`src/rtl/i2c_seq_pkg.sv`:
```
// Shared types for the I2C register-transaction sequencer: master command codes,
// response status codes, transaction phases and per-command sub-states.
package i2c_seq_pkg;

    typedef enum logic [2:0] {
        CMD_START   = 3'b000,
        CMD_WR      = 3'b001,
        CMD_RD      = 3'b010,
        CMD_STOP    = 3'b011,
        CMD_RESTART = 3'b100
    } i2c_cmd_e;

    typedef enum logic [1:0] {
        RSP_OK      = 2'b00,
        RSP_NACK    = 2'b01,
        RSP_TIMEOUT = 2'b10
    } rsp_status_e;

    typedef enum logic [3:0] {
        PH_IDLE, PH_START, PH_DEVW, PH_REG, PH_WDATA,
        PH_RSTART, PH_DEVR, PH_RDATA, PH_STOP, PH_RESP
    } phase_e;

    typedef enum logic [1:0] {
        SUB_ISSUE, SUB_GAP, SUB_WAIT
    } sub_e;

    // The single read byte is the last one, so the master answers it with NACK.
    localparam logic [7:0] RD_LAST_DIN = 8'h01;

    function automatic i2c_cmd_e phase_cmd(input phase_e ph);
        i2c_cmd_e c;
        case (ph)
            PH_START:  c = CMD_START;
            PH_RSTART: c = CMD_RESTART;
            PH_RDATA:  c = CMD_RD;
            PH_STOP:   c = CMD_STOP;
            default:   c = CMD_WR;
        endcase
        return c;
    endfunction

    function automatic logic phase_is_byte(input phase_e ph);
        return ph inside {PH_DEVW, PH_REG, PH_WDATA, PH_DEVR, PH_RDATA};
    endfunction

    function automatic phase_e phase_succ(input phase_e ph, input logic rw);
        phase_e n;
        case (ph)
            PH_START:  n = PH_DEVW;
            PH_DEVW:   n = PH_REG;
            PH_REG:    n = rw ? PH_RSTART : PH_WDATA;
            PH_WDATA:  n = PH_STOP;
            PH_RSTART: n = PH_DEVR;
            PH_DEVR:   n = PH_RDATA;
            PH_RDATA:  n = PH_STOP;
            PH_STOP:   n = PH_RESP;
            default:   n = PH_IDLE;
        endcase
        return n;
    endfunction

endpackage

```
`src/rtl/i2c_xact_seq_if.sv`:
```
// Host request/response port plus byte-level I2C master handshake, bundled.
// The master modport is the sequencer's view; slave is the surrounding system.
interface i2c_xact_seq_if;
    import i2c_seq_pkg::*;

    logic        req_valid;
    logic        req_ready;
    logic        req_rw;
    logic [6:0]  req_dev;
    logic [7:0]  req_reg;
    logic [7:0]  req_wdata;

    logic        rsp_valid;
    rsp_status_e rsp_status;
    logic [7:0]  rsp_rdata;

    i2c_cmd_e    m_cmd;
    logic [7:0]  m_din;
    logic        m_wr_i2c;
    logic        m_ready;
    logic        m_done_tick;
    logic        m_ack;
    logic [7:0]  m_dout;

    modport master (
        input  req_valid, req_rw, req_dev, req_reg, req_wdata,
        output req_ready,
        output rsp_valid, rsp_status, rsp_rdata,
        output m_cmd, m_din, m_wr_i2c,
        input  m_ready, m_done_tick, m_ack, m_dout
    );

    modport slave (
        output req_valid, req_rw, req_dev, req_reg, req_wdata,
        input  req_ready,
        input  rsp_valid, rsp_status, rsp_rdata,
        input  m_cmd, m_din, m_wr_i2c,
        output m_ready, m_done_tick, m_ack, m_dout
    );

endinterface

```
`src/rtl/i2c_wdog.sv`:
```
// Per-command watchdog: counts enabled cycles since the last clear and flags
// expiry on the cycle that brings the total to LIMIT. Saturates, never wraps.
module i2c_wdog #(
    parameter int LIMIT = 100000
) (
    input  logic clk,
    input  logic rst,
    input  logic clr,
    input  logic en,
    output logic expire
);
    localparam int CW = $clog2(LIMIT + 1);
    localparam logic [CW-1:0] SAT  = CW'(LIMIT);
    localparam logic [CW-1:0] LAST = CW'(LIMIT - 1);

    logic [CW-1:0] count_reg;

    always_ff @(posedge clk) begin
        if (rst || clr) begin
            count_reg <= '0;
        end else if (en && (count_reg != SAT)) begin
            count_reg <= count_reg + CW'(1);
        end
    end

    // count_reg holds cycles already spent, so the current cycle is number count_reg+1.
    assign expire = en && (count_reg >= LAST);

endmodule

```
`src/rtl/i2c_xact_seq.sv`:
```
// Register read/write sequencer: expands one host request into the START/WR/
// RESTART/RD/STOP command stream for a byte-level I2C master and reports status.
module i2c_xact_seq
    import i2c_seq_pkg::*;
#(
    parameter int TIMEOUT_CYC = 100000
) (
    input  logic clk,
    input  logic rst,
    i2c_xact_seq_if.master bus
);
    phase_e      phase_reg, phase_next;
    sub_e        sub_reg, sub_next;
    logic        rw_reg;
    logic [6:0]  dev_reg;
    logic [7:0]  regad_reg, wdata_reg;
    logic        seen_reg, seen_next;
    logic        ack_reg, ack_next;
    logic [7:0]  cap_reg, cap_next;
    logic        nack_reg, nack_next;
    rsp_status_e rsp_status_reg, rsp_status_next;
    logic [7:0]  rsp_rdata_reg, rsp_rdata_next;

    logic        accept, wd_clr, wd_en, wd_expire;
    logic        wr_phase, byte_done, nack_now;
    logic [7:0]  cur_din;

    i2c_wdog #(.LIMIT(TIMEOUT_CYC)) u_wdog (
        .clk    (clk),
        .rst    (rst),
        .clr    (wd_clr),
        .en     (wd_en),
        .expire (wd_expire)
    );

    assign wd_en     = (phase_reg != PH_IDLE) && (phase_reg != PH_RESP);
    assign wr_phase  = phase_is_byte(phase_reg) && (phase_reg != PH_RDATA);
    assign byte_done = seen_reg || bus.m_done_tick;
    assign nack_now  = wr_phase && (bus.m_done_tick ? bus.m_ack : ack_reg);

    assign bus.req_ready  = (phase_reg == PH_IDLE);
    assign bus.rsp_valid  = (phase_reg == PH_RESP);
    assign bus.rsp_status = rsp_status_reg;
    assign bus.rsp_rdata  = rsp_rdata_reg;

    always_comb begin
        cur_din = 8'h00;
        case (phase_reg)
            PH_DEVW:  cur_din = {dev_reg, 1'b0};
            PH_REG:   cur_din = regad_reg;
            PH_WDATA: cur_din = wdata_reg;
            PH_DEVR:  cur_din = {dev_reg, 1'b1};
            PH_RDATA: cur_din = RD_LAST_DIN;
            default:  cur_din = 8'h00;
        endcase
    end

    always_comb begin
        phase_next      = phase_reg;
        sub_next        = sub_reg;
        seen_next       = seen_reg;
        ack_next        = ack_reg;
        cap_next        = cap_reg;
        nack_next       = nack_reg;
        rsp_status_next = rsp_status_reg;
        rsp_rdata_next  = rsp_rdata_reg;
        accept          = 1'b0;
        wd_clr          = 1'b0;
        bus.m_cmd       = CMD_START;
        bus.m_din       = 8'h00;
        bus.m_wr_i2c    = 1'b0;

        case (phase_reg)
            PH_IDLE: begin
                if (bus.req_valid) begin
                    accept     = 1'b1;
                    phase_next = PH_START;
                    sub_next   = SUB_ISSUE;
                    nack_next  = 1'b0;
                    wd_clr     = 1'b1;
                end
            end
            PH_RESP: phase_next = PH_IDLE;
            default: begin
                // A tick seen in GAP is as good as one seen in WAIT.
                if ((sub_reg != SUB_ISSUE) && bus.m_done_tick) begin
                    seen_next = 1'b1;
                    ack_next  = bus.m_ack;
                    if (phase_reg == PH_RDATA) cap_next = bus.m_dout;
                end
                case (sub_reg)
                    SUB_ISSUE: begin
                        bus.m_cmd    = phase_cmd(phase_reg);
                        bus.m_din    = cur_din;
                        bus.m_wr_i2c = bus.m_ready && !wd_expire;
                        if (bus.m_ready) begin
                            sub_next  = SUB_GAP;
                            seen_next = 1'b0;
                        end
                    end
                    SUB_GAP: sub_next = SUB_WAIT;
                    default: begin
                        if (bus.m_ready && (!phase_is_byte(phase_reg) || byte_done)) begin
                            wd_clr   = 1'b1;
                            sub_next = SUB_ISSUE;
                            if (phase_reg == PH_STOP) begin
                                phase_next      = PH_RESP;
                                rsp_status_next = nack_reg ? RSP_NACK : RSP_OK;
                                rsp_rdata_next  = (rw_reg && !nack_reg) ? cap_reg : 8'h00;
                            end else if (nack_now) begin
                                phase_next = PH_STOP;
                                nack_next  = 1'b1;
                            end else begin
                                phase_next = phase_succ(phase_reg, rw_reg);
                            end
                        end
                    end
                endcase
                // A stuck master gets no STOP; report straight away.
                if (wd_expire) begin
                    phase_next      = PH_RESP;
                    sub_next        = SUB_ISSUE;
                    rsp_status_next = RSP_TIMEOUT;
                    rsp_rdata_next  = 8'h00;
                end
            end
        endcase
    end

    always_ff @(posedge clk) begin
        if (rst) begin
            phase_reg      <= PH_IDLE;
            sub_reg        <= SUB_ISSUE;
            seen_reg       <= 1'b0;
            ack_reg        <= 1'b0;
            cap_reg        <= 8'h00;
            nack_reg       <= 1'b0;
            rsp_status_reg <= RSP_OK;
            rsp_rdata_reg  <= 8'h00;
            rw_reg         <= 1'b0;
            dev_reg        <= 7'h00;
            regad_reg      <= 8'h00;
            wdata_reg      <= 8'h00;
        end else begin
            phase_reg      <= phase_next;
            sub_reg        <= sub_next;
            seen_reg       <= seen_next;
            ack_reg        <= ack_next;
            cap_reg        <= cap_next;
            nack_reg       <= nack_next;
            rsp_status_reg <= rsp_status_next;
            rsp_rdata_reg  <= rsp_rdata_next;
            if (accept) begin
                rw_reg    <= bus.req_rw;
                dev_reg   <= bus.req_dev;
                regad_reg <= bus.req_reg;
                wdata_reg <= bus.req_wdata;
            end
        end
    end

endmodule
```
`src/flat_wrapper.sv`:
```
// flat-port wrapper written by rule: the top's interface ports become plain ports
module i2c_xact_seq_flat import i2c_seq_pkg::*;
#(
    parameter int TIMEOUT_CYC = 100000
)
  (clk, rst, bus_req_valid, bus_req_rw, bus_req_dev, bus_req_reg, bus_req_wdata, bus_req_ready, bus_rsp_valid, bus_rsp_status, bus_rsp_rdata, bus_m_cmd, bus_m_din, bus_m_wr_i2c, bus_m_ready, bus_m_done_tick, bus_m_ack, bus_m_dout);
  i2c_xact_seq_if bus_i ();
  input  logic clk;
  input  logic rst;
  input wire logic [$bits(bus_i.req_valid)-1:0] bus_req_valid;
  input wire logic [$bits(bus_i.req_rw)-1:0] bus_req_rw;
  input wire logic [$bits(bus_i.req_dev)-1:0] bus_req_dev;
  input wire logic [$bits(bus_i.req_reg)-1:0] bus_req_reg;
  input wire logic [$bits(bus_i.req_wdata)-1:0] bus_req_wdata;
  output wire logic [$bits(bus_i.req_ready)-1:0] bus_req_ready;
  output wire logic [$bits(bus_i.rsp_valid)-1:0] bus_rsp_valid;
  output wire logic [$bits(bus_i.rsp_status)-1:0] bus_rsp_status;
  output wire logic [$bits(bus_i.rsp_rdata)-1:0] bus_rsp_rdata;
  output wire logic [$bits(bus_i.m_cmd)-1:0] bus_m_cmd;
  output wire logic [$bits(bus_i.m_din)-1:0] bus_m_din;
  output wire logic [$bits(bus_i.m_wr_i2c)-1:0] bus_m_wr_i2c;
  input wire logic [$bits(bus_i.m_ready)-1:0] bus_m_ready;
  input wire logic [$bits(bus_i.m_done_tick)-1:0] bus_m_done_tick;
  input wire logic [$bits(bus_i.m_ack)-1:0] bus_m_ack;
  input wire logic [$bits(bus_i.m_dout)-1:0] bus_m_dout;
  assign bus_i.req_valid = bus_req_valid;
  assign bus_i.req_rw = bus_req_rw;
  assign bus_i.req_dev = bus_req_dev;
  assign bus_i.req_reg = bus_req_reg;
  assign bus_i.req_wdata = bus_req_wdata;
  assign bus_req_ready = bus_i.req_ready;
  assign bus_rsp_valid = bus_i.rsp_valid;
  assign bus_rsp_status = bus_i.rsp_status;
  assign bus_rsp_rdata = bus_i.rsp_rdata;
  assign bus_m_cmd = bus_i.m_cmd;
  assign bus_m_din = bus_i.m_din;
  assign bus_m_wr_i2c = bus_i.m_wr_i2c;
  assign bus_i.m_ready = bus_m_ready;
  assign bus_i.m_done_tick = bus_m_done_tick;
  assign bus_i.m_ack = bus_m_ack;
  assign bus_i.m_dout = bus_m_dout;
  i2c_xact_seq #(.TIMEOUT_CYC(TIMEOUT_CYC)) u_core (.clk(clk), .rst(rst), .bus(bus_i));
endmodule
```
`config.mk`:
```
export PLATFORM = sky130hd
export DESIGN_NAME = i2c_xact_seq_flat
export DESIGN_NICKNAME = d
export VERILOG_FILES = /design/src/rtl/i2c_seq_pkg.sv /design/src/rtl/i2c_xact_seq_if.sv /design/src/rtl/i2c_wdog.sv /design/src/rtl/i2c_xact_seq.sv /design/src/flat_wrapper.sv
export SDC_FILE = /design/constraint.sdc
export NUM_CORES = 1
export LEC_CHECK = 0
export CORE_AREA = 2 2 102 75
export CTS_BUF_LIST = sky130_fd_sc_hd__clkbuf_4
export CTS_CLUSTER_DIAMETER = 80
export DETAILED_ROUTE_END_ITERATION = 7
export DIE_AREA = 0 0 104 77
export GPL_ROUTABILITY_DRIVEN = 0
export PLACE_DENSITY = 0.77
export SLEW_MARGIN = 40
export SYNTH_ARGS = -nofsm -noshare
export SYNTH_HDL_FRONTEND = slang
export SYNTH_SLANG_ARGS = --single-unit
```
`constraint.sdc`:
```
create_clock -name clk -period 1.62 [get_ports clk]
set_input_delay 0.243 -clock clk [delete_from_list [all_inputs] [get_ports clk]]
set_output_delay 0.243 -clock clk [all_outputs]
set_load 0.01 [all_outputs]
```
After elaboration in Yosys (flattened, before gate mapping)
Cells that the tools add are included.
{"block": "classes", "n_eq_ne": 19, "n_addsub": 1, "mux": 48, "reduce_logical": 35, "bitwise_logic": 2, "magnitude_cmp": 1}
{"op": "$mux 8", "count": 7}
{"op": "$pmux 8 s5", "count": 1}
{"op": "$mux 4", "count": 6}
{"op": "$pmux 4 s6", "count": 1}
{"op": "$add 17x1->17 const B", "count": 1}
{"op": "$ge 17x17->1 const B", "count": 1}
{"op": "$mux 1", "count": 17}
{"op": "$ne 17x17->1 const B", "count": 1}
{"op": "$eq 4x3->1 const B", "count": 4}
{"op": "$mux 2", "count": 8}
{"op": "$pmux 3 s4", "count": 1}
{"op": "$reduce_bool 2->1", "count": 5}
{"op": "$reduce_bool 5->1", "count": 2}
{"op": "$logic_and 1x1->1", "count": 9}
{"op": "$eq 4x2->1 const B", "count": 2}
{"op": "$eq 4x4->1 const B", "count": 2}
{"op": "$ne 4x3->1 const B", "count": 2}
{"op": "$pmux 2 s2", "count": 2}
{"op": "$pmux 4 s2", "count": 1}
{"op": "$reduce_and 4->1", "count": 2}
{"op": "$reduce_bool 4->1", "count": 2}
{"op": "$mux 3", "count": 2}
{"op": "$reduce_and 3->1", "count": 2}
{"op": "$reduce_and 6->1", "count": 1}
{"op": "other kinds (14)", "count": 24}
{"block": "word_totals", "elab_cells": 119, "ff_bits": 68}

Depth between registers and ports, before layout
Gate-level depths: netlist of the first run.
{"block": "logic_depth", "depth_word": 10, "depth_mapped": 9, "mapped_depth_nobuf": 6}

By module
From an unflattened synthesis of the first run, not the netlist that was laid out.
{"block": "hier_totals", "hier_cells": 437, "hier_area_um2": 3405.8}
{"mod": "i2c_xact_seq", "n_inst": 1, "cells_per_inst": 323, "area_per_inst_um2": 2444.8, "seq_area_each_um2": 1021.0}
{"mod": "i2c_wdog", "n_inst": 1, "cells_per_inst": 114, "area_per_inst_um2": 960.9, "seq_area_each_um2": 340.3}

Least setup slack after synthesis of the first run
OpenSTA, ideal clock, no wires.
{"block": "synth_path", "kind": "reg2out", "start": "reg u_core.phase_reg[0]", "end": "out bus_m_din[6]", "path_buffers": 1, "slack_ns": -0.170, "path_stages_with_launch": 7, "arrival_ns": 1.547, "cell_sequence": "dfxtp_1 > buf_2 > clkinv_1 > nor2_1 > a22o_1 > a22oi_1 > nor2_1"}
{"block": "synth_between", "elab_chain_cells": 4, "elab_cells_between_ends": 11, "cone_classes": "eq/ne: 6; mux: 3; reduce/logical: 2"}
{"item": "start, declared", "line_no": "i2c_xact_seq.sv:12", "text": "phase_e phase_reg, phase_next;"}
{"item": "start signal, assigned", "line_no": "i2c_xact_seq.sv:145", "text": "phase_reg <= phase_next;"}
{"item": "$eq 4x3->1 or $eq 4x2->1 (tied branches)", "line_no": "i2c_xact_seq.sv:48", "text": "case (phase_reg)"}
{"item": "$pmux 8 s5", "line_no": "i2c_xact_seq.sv:48"}
{"item": "$mux 8", "line_no": "i2c_xact_seq.sv:91", "text": "case (sub_reg)"}
{"item": "$mux 8 (*)", "line_no": "i2c_xact_seq.sv:73", "text": "case (phase_reg)"}
{"item": "end, declared", "line_no": "flat_wrapper.sv:20", "text": "output wire logic [$bits(bus_i.m_din)-1:0] bus_m_din;"}
Every way passes the cells marked *; elsewhere a longest branch is shown, timed or not.

Worst setup path in the final report of the first run
{"block": "layout_path", "start": "reg u_core.phase_reg[0]", "end": "out bus_m_din[5]"}
Same word-level chain as after synthesis.

==> run summary, run 1 <==
The initial antenna violation count came out at 0. The floorplan step defined a die boundary enclosing 0.00801 mm2. The site row count came out at 26. The leakage power came out at 2.62 nW. The iteration count of the initial detailed-routing pass came out at 8.

Setup repair after global routing could not meet its margin everywhere. The path length in cells of the critical path came out at 7. The width of the die came out at 104 um.

The clock tree skew after final layout is 0.0324 ns. Dividing total power by cell area gives a power density of 1250 mW/mm2. The distinct cell type count after synthesis came out at 59. Along the worst path, the maximum fanout reaches 5. The standard cell core area came out at 0.00703 mm2.

The dominant combinational cell family by area after synthesis is simple AND/OR/NAND/NOR gates. The worst hold slack across all endpoints came out at 0.340 ns. The launch point of the worst reg-to-reg path is u_core.phase_reg[0]. Using the TritonRoute via totals, the vias-per-cell ratio works out to 7.00. The simple-gate share of the synthesized area came out at 27.4%.

The maximum number of pins on one net before global-route repair is 39. The wire length of the first global-routing pass came out at 24800 um. The worst hold path was traced through 2 stages. The fraction of synthesized area in multiplexers came out at 3.30%. The clock tree from TritonCTS is built. The highest clock rate is 0.455 GHz. The total congestion overflow after global routing came out at 0.

The count of boundary I/O pins came out at 62. The highest routing layer actually used is met4. The worst slack at placement came out at -0.373 ns.

The number of cells in the design after placement is 637. The hold violation count in the final report came to 0. The number of cells on the worst reg-to-reg path is 8. STA classifies the critical path startpoint as a flop.

The portion of the post-synthesis area used by sequential elements is 40.8%. The worst hold path belongs to the class in -> reg. The register bit total from synthesis is 68. Once the floorplan was initialized, standard cells occupied 47.5% of the core. The number of buffers added on ports is 61. The synthesized area divided by synthesized cell count came out at 8.03 um2. The slack of the worst reg-to-reg path is -0.51 ns. Of the cells placed in the final design, the portion with a size suffix greater than 1 is 56.0%. The post-route antenna net violation count came out at 0. Together, buffers and inverters on the worst path number 3. The register clock-pin slew on the reported worst setup and hold paths is 0.15 ns. The total detailed-routing wirelength is 19600 um. The post-synthesis net count came out at 456. The iteration-0 DRC count of the detailed router came out at 907. The maximum level of the CTS H-tree is 3. The count of max-cap constraint violations is 0. The global-route usage over all layers is 39.7%. The sort of element at the end of the critical path is a primary output. The start point of the worst min-delay path is rst.

For hold timing, the worst endpoint is u_core.seen_reg. The checks that failed: DRC, setup timing. The maximum ir drop on the vdd rail came out at 0.00106 V. After detailed routing, the number of remaining DRC violations is 2.

The final standard cell count with taps included and fillers excluded is 702. No sink is reached through more buffers than the 2 on the longest clock path. The register with the most flip-flops in the layout has 17 of them.

The HPWL after detailed placement came out at 7500 um. On the worst path, the slowest cell contributes a delay of 0.44 ns. For this block, wires on met1 add up to 6890 um. The slew at the pin with the worst max-slew slack came out at 0.658 ns. In this run the critical register-to-register path is captured at u_core.u_wdog.count_reg[11].

The number of buffers created by CTS came out at 9. The area share of xor/xnor cells in the synthesized design is 3.15%. After detailed routing, the met3 layer carries 2850 um of wire. The run finished, with violations left. The proportion of register bits with asynchronous set or reset after synthesis is 0%. The number of antenna repair diodes is 0. The time the worst path needs with I/O delays and setup is 2.20 ns. The area of the mapped netlist is 0.00334 mm2. The post-synthesis cell count came out at 416.

The number of vias after detailed routing is 4916. Compared with the post-synthesis result, the final layout area differs by 92.2%. The die is 77 um tall. The number of enable-type register cells in the synthesized netlist came out at 0.

The slowest cell on the critical path is dfxtp_4. During synthesis, Yosys emitted a total of 0 warnings. STA puts the critical path data required time at 1.38 ns. After layout, the worst path uses 136% of the clock period.

The number of global-route vias before repair is 4535. In this run the tightest slew margin relative to its limit is 56.1%. Summing the areas of all compound-gate instances in the mapped netlist gives 19.7% of the synthesized area. The tree built by TritonCTS fans out to 68 sinks. The most used flip-flop cell after synthesis is dfxtp_1. The critical path goes through clkinv_4, nor2_4, buf_6, a22o_1, a22oi_2, nor2_1, buf_2.

The buffer cell driving the clock tree root is clkbuf_4. The routed length on met2 came out at 7950 um. The arrival time reported for the critical path endpoint came out at 1.95 ns.

Cells fill 91.3% of the core in the end. Setup violations remaining at the end of the flow were counted as 81. The post-cts hold buffer count is 0.

The post-detailed-route wirelength per cell came out at 27.9 um. The kind of critical path is reg -> out. The number of pins exceeding their max-slew limit in the final report is 0.

The clock reaches the later pin of the worst-skew pair after 0.50 ns. Among cell families on the critical path, the largest total delay comes from flip-flops. The adder and majority cell fraction of the synthesized area is 0.749%. After layout, the worst setup slack is -0.577 ns.

The net count reported at finish is 639.
[through the flow]
stage	TNS (ns)	power [W]	cell area, um2
after floorplan	-0.649	0.00307	3360
after global placement	-10.19	0.00388	4610
after detailed placement	-12.15	0.00393	4610
after CTS	-13.06	0.00675	5770
after global routing	-27.02	0.00814	6420
final	-25.42	0.00800	6420
[metal layers]
layer,global-route usage (%),up-vias
li1,-,1852
met1,47.1,2237
met2,61.8,584
met3,14.4,243
met4,23.9,0
met5,0,-
[logic make-up after synthesis]
kind of cell               count (synthesis)
and+or+nand+nor                          190
muxes                                     11
adders and majority gates                  2
DFF                                       68
AOI/OAI and AO/OA                        100
xor gates and xnor gates                  12
buffers and inverters                     33
[cell usage in the layout (no fill, tap or decap), drive strengths merged, types with 10 or more instances in the layout]
cell type        n
inv             12
nand3           14
buf            143
nor3            15
nand2           71
o21ai           10
nand4           10
mux2i           11
clkdlybuf4s50   36
dfxtp           68
a21oi           50
nor2            45
[synth_stat cells, types with 2 or more instances]
| library cell | number | area, um2 |
|---|---|---|
| buf_6 | 3 | 33.8 |
| o21ai_0 | 10 | 50.1 |
| or3_1 | 4 | 25.0 |
| o21a_1 | 2 | 15.0 |
| nand2b_1 | 2 | 12.5 |
| nand4_1 | 10 | 62.6 |
| and2_1 | 5 | 31.3 |
| nor3_1 | 15 | 75.1 |
| xor2_1 | 8 | 70.1 |
| ha_1 | 2 | 25.0 |
| o211ai_1 | 5 | 37.5 |
| and3_1 | 9 | 56.3 |
| a31oi_1 | 3 | 18.8 |
| buf_4 | 4 | 30.0 |
| a21oi_1 | 49 | 245 |
| buf_2 | 3 | 15.0 |
| nor2b_1 | 2 | 12.5 |
| inv_1 | 11 | 41.3 |
| mux2i_1 | 11 | 110 |
| nand2_1 | 69 | 259 |
| clkbuf_1 | 10 | 37.5 |
| a22oi_1 | 8 | 60.1 |
| and4_1 | 2 | 17.5 |
| o32ai_1 | 2 | 17.5 |
| nand3_1 | 14 | 70.1 |
| dfxtp_1 | 68 | 1360 |
| nor2_1 | 44 | 165 |
| xnor2_1 | 4 | 35.0 |
| a22o_1 | 7 | 61.3 |
[what timing repair did]
action                                  4_1_cts  5_1_grt
cloned                                        8        0
endpoints found under the hold margin         0        0
buffers inserted                             70       14
pin swaps                                    75       75
gates resized for setup                     222      154
endpoints found under the setup margin       72       88
[power by group]
part	internal, W	switching (W)	total [W]	leakage, nW
clock	0.000932	0.000747	0.00168	0.110
sequential	0.00185	0.000217	0.00207	0.559
combinational	0.00193	0.00232	0.00425	1.95
[area by class of cell]
class                      count  area [um2]
multi-input combinational    318        2830
timing repair buffer         189        1810
sequential                    68        1390
fill                         247         608
clock inverter                 7         139
tap                           98         123
clock buffer                   9        67.6
inverter                      13        61.3
[worst max path at each step]
stage / start / slack [ns] / to
detailed placement: u_core.u_wdog.count_reg[0] / -0.37 / bus_m_wr_i2c
CTS: u_core.u_wdog.count_reg[0] / -0.39 / bus_m_wr_i2c
global route: u_core.phase_reg[0] / -0.66 / bus_m_din[5]
floorplan: u_core.phase_reg[0] / -0.06 / u_core.u_wdog.count_reg[0]
finish: u_core.phase_reg[0] / -0.58 / bus_m_din[5]
global placement: u_core.u_wdog.count_reg[0] / -0.33 / bus_m_wr_i2c
No activity file was read; power rests on OpenSTA's default activity.
==> run 2, diff against run 1 <==
--- a/config.mk
+++ b/config.mk
@@ -5,13 +5,14 @@
 export SDC_FILE = /design/constraint.sdc
 export NUM_CORES = 1
 export LEC_CHECK = 0
-export CORE_AREA = 2 2 102 75
+export CORE_AREA = 2 2 71 107
 export CTS_BUF_LIST = sky130_fd_sc_hd__clkbuf_4
 export CTS_CLUSTER_DIAMETER = 80
+export CTS_CLUSTER_SIZE = 10
 export DETAILED_ROUTE_END_ITERATION = 7
-export DIE_AREA = 0 0 104 77
+export DIE_AREA = 0 0 73 109
 export GPL_ROUTABILITY_DRIVEN = 0
-export PLACE_DENSITY = 0.77
+export PLACE_DENSITY = 0.76
 export SLEW_MARGIN = 40
 export SYNTH_ARGS = -nofsm -noshare
 export SYNTH_HDL_FRONTEND = slang
==> run 2 against run 1 <==
Net effect:
- the flow finishes with violations (setup timing)
- worst hold slack worse by 0.071 ns
- critical path type unchanged
- sequential cell count unchanged
- clock-buffer cell count increased by 2
- highest routed layer unchanged
- critical endpoint is now bus_m_wr_i2c
- cell area is 6.2% lower
- clock power decreased by 4%
- setup slack improved by 0.089 ns
- critical path depth stayed put
- via count decreased by 14%
==> run summary, run 2 (synthesis gave the netlist of run 1 again) <==
The switching power as a share of total power is 36.9% (was 41.1%). The slew at the pin with the worst max-slew slack was 0.567 ns (was 0.658 ns). Setup repair after global routing missed its margin: yes (unchanged). The iteration count of the initial detailed-routing pass is 5 (was 8).

The highest clock rate came to 0.474 GHz (was 0.455 GHz). The endpoint required time on the critical path is 1.38 ns (about the same). The slowest cell on the critical path is dfxtp_2 (was dfxtp_4). The share of cells above drive strength 1 is 48.3% (was 56.0%).

The arrival time reported for the critical path endpoint came out at 1.87 ns (was 1.95 ns). The net load switching power is 0.00271 W (was 0.00328 W). The height of the die is 109 um (was 77 um). The number of vias after detailed routing came out at 4233 (was 4916). The post-cts hold buffer count is 0 (unchanged). The initial core utilization came out at 47.1% (was 47.5%). The buffer cell driving the clock tree root is clkbuf_4 (unchanged). The total detailed-routing wirelength is 14600 um (was 19600 um). The number of antenna repair diodes is 0 (unchanged). Most frequent cells in the layout: buf_4 (83), dfxtp_1 (58), nand2_1 (53), clkdlybuf4s50_1 (37), buf_6 (32) (was buf_4 (75), dfxtp_1 (55), buf_6 (45), nand2_1 (41), a21oi_2 (37)).

The launch point of the worst reg-to-reg path is u_core.phase_reg[2] (was u_core.phase_reg[0]). The count of max-cap constraint violations is 0 (unchanged). The clock tree skew after final layout came out at 0.0181 ns (was 0.0324 ns). The buffer depth of the longest clock path was 2 (unchanged). The total internal power came out at 0.00463 W (was 0.00471 W). The number of pins exceeding their max-slew limit in the final report came out at 0 (unchanged). The number of setup violations in the final report is 73 (was 81).

The first element of the critical path was u_core.u_wdog.count_reg[7] (was u_core.phase_reg[0]). The HPWL after detailed placement is 7010 um (was 7500 um). The site row count came out at 38 (was 26). The number of sinks driven by the clock tree is 68 (unchanged). The maximum ir drop on the vdd rail came out at 0.00102 V (was 0.00106 V). The maximum fanout count along the critical path was 2 (was 5). The full die area came out at 0.00796 mm2 (was 0.00801 mm2). The clock power share came out at 21.9% (was 21.0%). The summed negative setup slack over all endpoints came to -16.92 ns (was -25.42 ns). Violated checks: setup timing (was DRC, setup timing).

The time the worst path needs with I/O delays and setup is 2.11 ns (was 2.20 ns). The kind of critical path is reg -> out (unchanged). The clock tree from TritonCTS is built (unchanged).

The iteration-0 DRC count of the detailed router is 339 (was 907). The initial antenna violation count is 0 (unchanged). The maximum number of pins on one net before global-route repair is 26 (was 39).

The start point of the worst min-delay path is rst (unchanged). The count of boundary I/O pins came out at 62 (unchanged). The per-cell via count in the routed design is 6.24 (was 7.00). The final worst-path cycle share came to 130% (was 136%).

The combined flip-flop and latch cell area came to 0.00138 mm2 (was 0.00139 mm2). The hold violation count in the final report came out at 0 (unchanged). The sort of element at the end of the critical path is a primary output (unchanged). Cells along the critical path: nor3b_2, buf_4, and4b_1, a21oi_2, nand4b_1, inv_1, buf_2 (was clkinv_4, nor2_4, buf_6, a22o_1, a22oi_2, nor2_1, buf_2). The worst relative slew slack was 62.2% (was 56.1%).

The total congestion overflow after global routing is 0 (unchanged). The synthesis-to-finish area growth came to 80.3% (was 92.2%). The total power per unit cell area came out at 1220 mW/mm2 (was 1250 mW/mm2). The standard cell core area came out at 0.00708 mm2 (was 0.00703 mm2). The number of buffers added on ports came out at 61 (unchanged). The leakage power is 2.45 nW (was 2.62 nW). The maximum level of the CTS H-tree came out at 3 (unchanged). Run status: finished with violations (unchanged). The net count reported at finish came to 633 (was 639). The width of the die is 73 um (was 104 um). The post-detailed-route wirelength per cell came to 21.6 um (was 27.9 um). The part of the power in combinational logic came to 50.4% (was 53.2%). The total DRC errors in the routed layout came to 0 (was 2). The number of global-route vias before repair came out at 3995 (was 4535).

The register clock-pin slew on the reported worst setup and hold paths came out at 0.13 ns (was 0.15 ns). The commonest non-fill, non-tap cell in the layout is buf_4 (unchanged). The clock latency reported for the late side of the worst-skew pair was 0.45 ns (was 0.50 ns). The flip-flop count of the largest register after layout is 17 (unchanged).

The type of the worst min-delay path was in -> reg (unchanged). The global-route usage over all layers is 31.8% (was 39.7%). The final worst-path setup slack is -0.489 ns (was -0.577 ns).

The area of the multi-input gates is 0.00254 mm2 (was 0.00283 mm2). The peak per-stage delay on the critical path is 0.33 ns (was 0.44 ns). The type of origin of the critical path is a flop (unchanged). The post-route antenna net violation count is 0 (unchanged).

The wire length of the first global-routing pass came out at 19300 um (was 24800 um). The number of inserted filler cells in the final layout came out at 361 (was 247). The number of buffers created by CTS was 9 (unchanged). The total power consumption of the routed design was 0.00733 W (was 0.00800 W). The portion of total power attributed to sequential cells came out at 27.6% (was 25.8%).
-- run 2: timing repair --
| action | in CTS | in global routing |
|---|---|---|
| buffers inserted | 16 | 11 |
| gates resized for setup | 193 | 88 |
| pin swaps | 70 | 59 |
| hold endpoints to repair | 0 | 0 |
| cloned | 5 | 2 |
| endpoints found under the setup margin | 80 | 90 |
-- run 2: worst max-delay path, delay by kind of cell, from the launching register on --
family                 cells  cell delay (ns)
flip-flops                 1             0.33
buffers and inverters      3             0.35
AO/OA/AOI/OAI              1             0.21
AND/OR/NAND/NOR            3             0.52
-- run 2: path summary, 6_finish.rpt --
check / endpoint / slack (ns) / cells past startpoint
min reg2reg: u_core.bus.rsp_status[1] / 0.47 / 2
max: bus_m_wr_i2c / -0.49 / 7
max reg2reg: u_core.dev_reg[3] / -0.35 / 9
min: u_core.nack_reg / 0.27 / 2
-- run 2: through the flow --
step | worst slack (ns) | hold WS (ns) | utilization, % | area, um2 | cells
finish | -0.489 | 0.268 | 85.0 | 6020 | 678
global placement | -0.346 | 0.441 | 66.3 | 4690 | 632
CTS | -0.406 | 0.198 | 79.0 | 5600 | 668
detailed placement | -0.376 | 0.452 | 66.3 | 4690 | 632
floorplan | -0.0596 | 0.379 | - | 3360 | 416
global route | -0.575 | 0.251 | 85.0 | 6020 | 678
-- run 2: layout make-up --
type / instances / area share, %
clock buffers: 11 / 1.37
clock inverters: 5 / 2.06
multi-input cells: 318 / 42.2
well taps: 80 / 1.66
inverters: 13 / 1.02
repair buffers: 183 / 28.7
flip-flops and latches: 68 / 23.0
-- run 2: metal layers --
layer / GRT usage [%] / vias to the layer above / wire length [um]
li1: - / 1840 / -
met1: 32.2 / 2047 / 4930
met2: 57.0 / 242 / 7870
met3: 6.65 / 104 / 883
met4: 20.9 / 0 / 939
met5: 0 / - / 0
-- run 2: power groups by stage --
stage	sequential (W)	combinational [W]	clock [W]
after floorplan	0.00196	0.00111	0
after global placement	0.00198	0.00205	0
after detailed placement	0.00199	0.00209	0
after CTS	0.00198	0.00303	0.00160
after global routing	0.00203	0.00385	0.00169
final	0.00203	0.00370	0.00161
